$ cat src/rtl/gol_pkg.sv
// gol_pkg: shared types, rule constants and cell-index helper for the
// Game of Life engine (game_of_life / gol_cell).
package gol_pkg;

    typedef logic [3:0] nbr_cnt_t;

    localparam nbr_cnt_t BIRTH_CNT   = 4'd3;
    localparam nbr_cnt_t SURVIVE_MIN = 4'd2;
    localparam nbr_cnt_t SURVIVE_MAX = 4'd3;

    // Flat bit index of cell (row, col) in a size x size field.
    function automatic int idx(input int row, input int col, input int size);
        return row * size + col;
    endfunction

endpackage

$ cat src/rtl/gol_cell.sv
// gol_cell: combinational next-state logic for a single Game of Life cell.
// Ports:
//   alive      in  1  current state of this cell
//   nbrs       in  8  current states of the 8 Moore neighbours
//   next_alive out 1  state of this cell in the next generation
module gol_cell
    import gol_pkg::*;
(
    input  logic       alive,
    input  logic [7:0] nbrs,
    output logic       next_alive
);

    nbr_cnt_t count;

    always_comb begin
        count = '0;
        for (int unsigned i = 0; i < 8; i++) begin
            count = count + nbr_cnt_t'(nbrs[i]);
        end
        if (alive) begin
            next_alive = (count >= SURVIVE_MIN) && (count <= SURVIVE_MAX);
        end else begin
            next_alive = (count == BIRTH_CNT);
        end
    end

endmodule

$ cat src/rtl/game_of_life.sv
// game_of_life: synchronous Conway's Game of Life engine over a SIZE x SIZE
// bit field; one generation per clock, seed loaded on reset.
// Configuration macro: GOL_TORUS_EN (defined -> toroidal wrap-around grid,
// undefined -> cells outside the grid count as dead).
// Ports:
//   clk       in   1          clock, all updates on posedge
//   rst       in   1          synchronous active-high; loads field_in
//   field_in  in   SIZE*SIZE  seed pattern, sampled only while rst=1
//   field     out  SIZE*SIZE  current generation (bit row*SIZE+col), registered
module game_of_life
    import gol_pkg::*;
#(
    parameter int SIZE = 5
) (
    input  logic                   clk,
    input  logic                   rst,
    input  logic [SIZE*SIZE-1:0]   field_in,
    output logic [SIZE*SIZE-1:0]   field
);

    logic [SIZE*SIZE-1:0] next_field;

    for (genvar r = 0; r < SIZE; r++) begin : g_row
        for (genvar c = 0; c < SIZE; c++) begin : g_col
            logic [7:0] nbrs;

            // k walks the 3x3 window row-major; k=4 is the cell itself.
            for (genvar k = 0; k < 9; k++) begin : g_nbr
                if (k != 4) begin : g_use
                    localparam int DR = k / 3 - 1;
                    localparam int DC = k % 3 - 1;
                    localparam int NB = (k < 4) ? k : k - 1;
`ifdef GOL_TORUS_EN
                    localparam int NR = (r + DR + SIZE) % SIZE;
                    localparam int NC = (c + DC + SIZE) % SIZE;
                    assign nbrs[NB] = field[idx(NR, NC, SIZE)];
`else
                    localparam int NR = r + DR;
                    localparam int NC = c + DC;
                    if (NR >= 0 && NR < SIZE && NC >= 0 && NC < SIZE) begin : g_in
                        assign nbrs[NB] = field[idx(NR, NC, SIZE)];
                    end else begin : g_out
                        assign nbrs[NB] = 1'b0;
                    end
`endif
                end
            end

            gol_cell u_cell (
                .alive      (field[idx(r, c, SIZE)]),
                .nbrs       (nbrs),
                .next_alive (next_field[idx(r, c, SIZE)])
            );
        end
    end

    always_ff @(posedge clk) begin
        if (rst) begin
            field <= field_in;
        end else begin
            field <= next_field;
        end
    end

endmodule

$ cat config.mk
export PLATFORM = sky130hd
export DESIGN_NAME = game_of_life
export DESIGN_NICKNAME = d
export VERILOG_FILES = /design/src/rtl/gol_pkg.sv /design/src/rtl/gol_cell.sv /design/src/rtl/game_of_life.sv
export SDC_FILE = /design/constraint.sdc
export NUM_CORES = 1
export LEC_CHECK = 0
export CAP_MARGIN = 15
export CORE_UTILIZATION = 60
export CTS_CLUSTER_SIZE = 12
export DETAILED_ROUTE_END_ITERATION = 6
export GPL_TIMING_DRIVEN = 0
export PLACE_DENSITY = 0.84
export SETUP_SLACK_MARGIN = 0.02
export SLEW_MARGIN = 10
export SYNTH_ARGS = -nofsm -noshare
export SYNTH_HDL_FRONTEND = slang
export SYNTH_HIERARCHICAL = 1
export SYNTH_SLANG_ARGS = --single-unit
$ cat constraint.sdc
create_clock -name clk -period 4.4 [get_ports clk]
set_input_delay 1.32 -clock clk [delete_from_list [all_inputs] [get_ports clk]]
set_output_delay 1.32 -clock clk [all_outputs]
set_load 0.03 [all_outputs]
[Yosys cells after proc, flatten, opt, wreduce, memory -nomap -nowiden]
Index checks and enable logic that the tools add are counted.
Widths: inputs -> output; s select.
Cells by class
  reductions and logical operators: 25
  equality and inequality tests: 25
  mux-type cells: 26
  order comparisons: 50
  $add $sub $neg: 115
Operator list (count)
  $add 4x1->4: 94
  $eq 4x2->1 const B: 25
  $ge 4x2->1 const B: 25
  $le 4x2->1 const B: 25
  $add 1x1->2: 21
  $logic_and 1x1->1: 25
  $mux 1: 25
  $mux 25: 1
Word-level totals
  register bits: 25
  input bits: 27
  word-level logic and storage cells: 242

[Logic depth before layout (Yosys ltp)]
Gate-level depths: netlist (run 1).
  depth after elaboration: 11
  depth in mapped cells: 12
  depth with buffers taken out: 12

[Modules after synthesis]
Netlist (run 1), hierarchy kept.
Modules (own cells, without submodules)
  gol_cell: cells an instance 26, times used 25, area an instance 200.2 µm², seq. area each 0.0 µm²
  game_of_life: cells an instance 54, times used 1, area an instance 912.1 µm², seq. area each 500.5 µm²

[Least setup slack after synthesis (run 1)]
OpenSTA, ideal clock, no wires.
  kind: flip-flop to flip-flop
  from: reg field[6]
  to: reg field[12]
  library setup time: 0.121 ns
  slack: 0.945 ns
  arrival time: 3.334 ns
  clock period less this slack: 3.455 ns
  buffers on the path: 0
  cell stages (with the launch flop): 13
  cell sequence: dfxtp_1 > inv_1 > fa_1 > fa_1 > fa_1 > inv_1 > ha_1 > inv_1 > fa_1 > nor2b_1 > a31oi_1 > nor3_2 > mux2_4
Between the ends
  cells in the longest elaborated chain, start to end: 11
  elaborated cells between the ends (all ways): 13
RTL lines
  start: declaration: RTL line game_of_life.sv:18  | output logic [SIZE*SIZE-1:0] field
  start signal: assignment: RTL line game_of_life.sv:59  | field <= field_in;
  start signal: assignment: RTL line game_of_life.sv:61  | field <= next_field;
  $add 1x1->2 (*): RTL line gol_cell.sv:19  | count = count + nbr_cnt_t'(nbrs[i]);
  $add 4x1->4 (*) (6 in series): RTL line gol_cell.sv:19
  $ge 4x2->1 / $le 4x2->1 (equally long branches): RTL line gol_cell.sv:22  | next_alive = (count >= SURVIVE_MIN) && (count <= SURVIVE_MAX);
  $logic_and 1x1->1: RTL line gol_cell.sv:22
  $mux 1 (*): RTL line gol_cell.sv:21  | if (alive) begin
  net next_field[12]: RTL line game_of_life.sv:21  | logic [SIZE*SIZE-1:0] next_field;
  $mux 25 (*): RTL line game_of_life.sv:58  | if (rst) begin
The timed path passes the listed nets; every way through them passes the cells marked *.

[Final worst setup path (run 1)]
  from: reg field[11]
  to: reg field[17]
Same word-level chain as after synthesis.

==> results of run 1 <==
## worst min-delay path, stage by stage (launching register included)
cell and delay [ns]:
sky130_fd_sc_hd__dfxtp_1 0.44, sky130_fd_sc_hd__nor2_1 0.07, sky130_fd_sc_hd__nor3_2 0.13, sky130_fd_sc_hd__mux2_4 0.15
## cell usage after synthesis, drive strengths merged
| master | count |
|---|---|
| buf | 3 |
| mux2 | 25 |
| nor2b | 25 |
| dfxtp | 25 |
| ha | 75 |
| inv | 325 |
| a31oi | 25 |
| nor2 | 50 |
| nand2 | 25 |
| conb | 1 |
| nor3 | 25 |
| fa | 100 |
## layer usage
layer	global-route usage	up-vias
met5	0	-
met4	0.0468	0
met3	0.0283	11
met2	0.469	62
met1	0.263	2104
li1	-	2128
## through the flow
stage	cell area (sq um)	instances
2_1_floorplan	6120	759
3_3_place_gp	6790	938
3_5_place_dp	6790	938
4_1_cts	6830	942
5_1_grt	6830	942
6_report	6830	942
## final timing paths
| kind | to | start | cells past startpoint |
|---|---|---|---|
| max | field[17] | field[11] | 12 |
| min | field[4] | field[4] | 3 |
| max reg2reg | field[17] | field[11] | 12 |
| min reg2reg | field[4] | field[4] | 3 |
## kinds of logic (layout without fill, tap and decap cells)
family          after synthesis  count (layout)
compound gates               25              25
other cells                   1              56
buf+inv                     328             382
fa+ha+maj                   175             175
mux                          25              25
simple gates                125             125
flops                        25              25
## layout make-up
class	count	area (sq um)
tap	129	161
fill	708	2580
inverter	325	1220
clock buffer	3	41.3
multi-input combinational	406	4350
buffer	3	51.3
timing repair buffer	50	500
sequential	25	500
clock inverter	1	7.51
==> results.txt, run 1 <==
Syn Inst Count -> 704
setup slack after placement -> 0.819 ns
number of H-tree levels -> 1
remaining number of nets flagged by the antenna check after routing -> 0
number of placement rows -> 35
share of final-layout standard cells stronger than drive strength 1 -> 0.0701
maximum clock frequency -> 276 MHz
netlist area before placement -> 5920 sq um
Buf+Inv Stages, Crit Path -> 3
largest register by flop count -> field
critical-path maximum fanout -> 10
Worst R2R Setup Slack -> 0.78 ns
register bit count reported by yosys -> 25
worst path setup slack after routing -> 0.777 ns
effective utilization at floorplan -> 0.628
final net count -> 1016
drt first pass iters -> 4
unrepaired setup endpoints after global routing -> no
min cycle time layout -> 3.62 ns
Detailed Route WL -> 10300 um
Worst Hold Class -> flip-flop to flip-flop
DP HPWL -> 8590 um
final-report hold violation count -> 0
number of clock sinks -> 25
fraction of synthesized cell area in xor and xnor cells -> 0
critical setup path kind -> flip-flop to flip-flop
GRT overflow -> 0
vertical extent of the die -> 101 um
global placement routability congestion -> 0.795
top area cells in the synthesized netlist -> sky130_fd_sc_hd__fa_1, sky130_fd_sc_hd__inv_1, sky130_fd_sc_hd__ha_1
WL met3 -> 217 um
count of unique library cells instantiated by Yosys -> 14
combinational family with the most area after synthesis -> adder cells
fraction of the yosys area taken by sequential cells -> 0.0846
total of warnings raised by yosys -> 6
flip-flop count of the largest register, all copies and words added -> 25
setup repair bufs after CTS -> 0
average wire per standard cell -> 11.0 um
adder-cell share of the synthesized area -> 0.497
status -> finished, final reports clean
area growth from synthesis to layout -> 15.5%
top layer used by detailed routing -> met4
hold bufs inserted after CTS -> 0
detailed-route vias per instance -> 4.57
maximum count of clock buffers along a single path -> 2
vias in the first global route -> 4714
Critical Path Slowest Stage Cell -> sky130_fd_sc_hd__dfxtp_1
Synth Area per Inst -> 8.40 sq um
mux share of post-synthesis cell area -> 0.0603
Routed met2 length -> 5690 um
post-synthesis compound-gate area fraction -> 0.0264
Worst Setup End Kind -> flip-flop
worst path required time -> 4.60 ns
final number of setup-violating endpoints -> 0
Top cell by count, worst path -> sky130_fd_sc_hd__fa_1
buffer cell driving the clock tree root -> sky130_fd_sc_hd__clkbuf_8
max cap viols -> 0
pin count of the biggest net entering global routing -> 16
Clock transition at path regs -> 0.12 ns
worst-case clock skew -> 0.0110 ns
total inserted antenna cells -> 0
Pins Over Slew Limit -> 0
most frequent standard cell in the layout excluding fill and tap cells -> sky130_fd_sc_hd__inv_1
arrival time of the worst setup path -> 3.83 ns
via count -> 4305
Worst-Skew Late Latency -> 0.30 ns
cell type with the largest total area after synthesis -> sky130_fd_sc_hd__fa_1
Routed met1 length -> 4300 um
number of buffers created by CTS -> 3
antenna violations before repair -> 0
commonest non-fill, non-tap cells in the layout -> sky130_fd_sc_hd__inv_1, sky130_fd_sc_hd__fa_1, sky130_fd_sc_hd__ha_1, sky130_fd_sc_hd__conb_1
wire length of the first global-routing pass -> 19000 um
simple logic cell fraction of the synthesized area -> 0.116
cell family with the largest share of critical-path delay -> adder cells
delay of the slowest cell on the worst path -> 0.63 ns
TritonCTS clock tree -> done
I/O pins -> 52
share of the synthesized area in the top cell type -> 0.338
crit share post-route -> 0.823
registers with the most flip-flops -> field: 25 flops
# port buffers -> 50
final cell utilization of the core -> 0.726
Resized cells post-CTS -> 0
Chip Width -> 101 um
DRC violations left -> 0
total die area -> 10300 sq um
CORE AREA -> 9420 sq um
startpoint type of the worst setup path -> flip-flop
worst hold margin -> 0.812 ns
starting DRC count in detailed routing -> 65
Setup Total Neg Slack -> 0 ns
GRT Resource Usage Total -> 0.234
cell breakdown of the critical path -> inv_1 -> fa_1 -> fa_1 -> fa_1 -> inv_1 -> ha_1 -> inv_1 -> fa_1 -> nor2b_1 -> a31oi_1 -> nor3_2 -> mux2_4
Power of run 1 is not shown: default switching activity piles up to over one toggle a cycle in this logic, so the estimate is an artifact.
==> inputs of run 2 (changes only) <==
==> constraint.sdc (replaced) <==
create_clock -name clk -period 3.65 [get_ports clk]
set_input_delay 1.095 -clock clk [delete_from_list [all_inputs] [get_ports clk]]
set_output_delay 1.095 -clock clk [all_outputs]
set_load 0.03 [all_outputs]
==> run 2 against run 1 <==
Effect of this change:
- worst hold slack worse by 0.0066 ns
- fmax is 5.2% higher
- largest cell class unchanged
- core utilization rose by 0.15 points
- wire length rose by 0.33%
- die area stayed put
- critical path type unchanged
- via count about the same
- setup slack lost 0.57 ns
- sequential share of layout area increased by 0.19 points
- first-iteration DRC count rose by 1.5%
- clock-buffer cell count stayed put
- final cell count is the same
==> results.txt, run 2 (synthesis results as in run 1) <==
Routed met2 length -> 5690 um (unchanged)
commonest non-fill, non-tap cells in the layout -> sky130_fd_sc_hd__inv_1, sky130_fd_sc_hd__fa_1, sky130_fd_sc_hd__ha_1, sky130_fd_sc_hd__conb_1
Critical Path Slowest Stage Cell -> sky130_fd_sc_hd__fa_1
arrival time of the worst setup path -> 3.63 ns (-0.20 ns)
number of buffers created by CTS -> 3 (unchanged)
worst path required time -> 3.84 ns (-0.76 ns)
global placement routability congestion -> 0.795 (unchanged)
status -> finished, final reports clean
vertical extent of the die -> 101 um (unchanged)
# port buffers -> 50 (unchanged)
cell breakdown of the critical path -> inv_1 -> fa_1 -> fa_1 -> fa_1 -> inv_1 -> ha_1 -> inv_1 -> fa_1 -> nor2b_1 -> a31oi_1 -> nor3_2 -> mux2_4
via count -> 4304 (-0.023%)
filler instances -> 699 (-1.3%)
largest register by flop count -> field
Worst Hold Class -> flip-flop to flip-flop
min cycle time layout -> 3.44 ns (-0.179 ns)
drt first pass iters -> 4 (unchanged)
Pins Over Slew Limit -> 0 (unchanged)
detailed-route vias per instance -> 4.57 (about the same)
remaining number of nets flagged by the antenna check after routing -> 0 (unchanged)
area growth from synthesis to layout -> 15.7%
DRC violations left -> 0 (unchanged)
top layer used by detailed routing -> met4
flip-flop count of the largest register, all copies and words added -> 25 (unchanged)
number of H-tree levels -> 1 (unchanged)
most frequent standard cell in the layout excluding fill and tap cells -> sky130_fd_sc_hd__inv_1
crit share post-route -> 0.943 (+0.120)
setup slack after placement -> 0.0690 ns (-0.750 ns)
vias in the first global route -> 4714 (unchanged)
final-report hold violation count -> 0 (unchanged)
I/O pins -> 52 (unchanged)
total inserted antenna cells -> 0 (unchanged)
DP HPWL -> 8590 um (unchanged)
antenna violations before repair -> 0 (unchanged)
maximum count of clock buffers along a single path -> 2 (unchanged)
share of final-layout standard cells stronger than drive strength 1 -> 0.0836 (+0.0135)
unrepaired setup endpoints after global routing -> no
Clock transition at path regs -> 0.11 ns (about the same)
Worst Setup End Kind -> flip-flop
GRT overflow -> 0 (unchanged)
final net count -> 1016 (unchanged)
worst path setup slack after routing -> 0.207 ns (-0.571 ns)
critical setup path kind -> flip-flop to flip-flop
average wire per standard cell -> 11.0 um (+0.33%)
maximum clock frequency -> 290 MHz (+5.2%)
TritonCTS clock tree -> done
number of placement rows -> 35 (unchanged)
Worst-Skew Late Latency -> 0.30 ns (about the same)
wire length of the first global-routing pass -> 19000 um (unchanged)
Top cell by count, worst path -> sky130_fd_sc_hd__fa_1
WL met3 -> 261 um (+20%)
critical-path maximum fanout -> 7 (-3)
CORE AREA -> 9420 sq um (unchanged)
registers with the most flip-flops -> field: 25 flops
worst-case clock skew -> 0.0134 ns (+0.00243 ns)
Routed met1 length -> 4280 um (-0.46%)
total die area -> 10300 sq um (unchanged)
startpoint type of the worst setup path -> flip-flop
pin count of the biggest net entering global routing -> 16 (unchanged)
GRT Resource Usage Total -> 0.234 (unchanged)
delay of the slowest cell on the worst path -> 0.53 ns (-0.10 ns)
effective utilization at floorplan -> 0.628 (unchanged)
Chip Width -> 101 um (unchanged)
Setup Total Neg Slack -> 0 ns (unchanged)
setup repair bufs after CTS -> 0 (unchanged)
number of clock sinks -> 25 (unchanged)
buffer cell driving the clock tree root -> sky130_fd_sc_hd__clkbuf_8
Detailed Route WL -> 10400 um (+0.33%)
final number of setup-violating endpoints -> 0 (unchanged)
starting DRC count in detailed routing -> 66 (+1.5%)
max cap viols -> 0 (unchanged)
-- run 2: cell counts in the layout (fill, tap and decap cells not counted) --
No cell type changed its count.
-- run 2: routing by layer --
metal  track usage  up-vias
met5             0        -
met4        0.0468        0
met3        0.0283       14
met2         0.469       64
met1         0.263     2098
li1              -     2128
-- run 2: worst paths after layout --
path | from | endpoint | slack [ns] | cells past startpoint
max | field[10] | field[15] | 0.21 | 12
max reg2reg | field[10] | field[15] | 0.21 | 12
min | field[15] | field[15] | 0.81 | 3
min reg2reg | field[15] | field[15] | 0.81 | 3
-- run 2: what timing repair did --
| action | 4_1_cts | 5_1_grt |
|---|---|---|
| resized for setup | 0 | 11 |
| endpoints found under the setup margin | 0 | 11 |
| hold buffers | 0 | 0 |
-- run 2: through the flow --
step	hold WS [ns]	cells	util	cell area, sq um
global route	0.866	942	0.727	6850
finish	0.806	942	0.727	6850
floorplan	0.912	759	-	6120
detailed placement	0.793	938	0.721	6790
CTS	0.824	942	0.726	6830
global placement	0.773	938	0.721	6790
-- run 2: area by class of cell --
type | instances | area, sq um | area share
multi-input combinational | 406 | 4350 | 0.635
tap | 129 | 161 | 0.0236
buffer | 3 | 51.3 | 0.00749
clock inverter | 1 | 7.51 | 0.00110
clock buffer | 3 | 41.3 | 0.00603
timing repair buffer | 50 | 500 | 0.0731
inverter | 325 | 1220 | 0.178
sequential | 25 | 514 | 0.0751
-- run 2: critical path, delay by kind of cell (launching register included) --
family,cells,cell delay [ns]
mux,1,0.26
flops,1,0.52
fa+ha+maj,5,1.96
compound gates,1,0.17
simple gates,2,0.20
buf+inv,3,0.23
Power of run 2 is left out for the same reason.
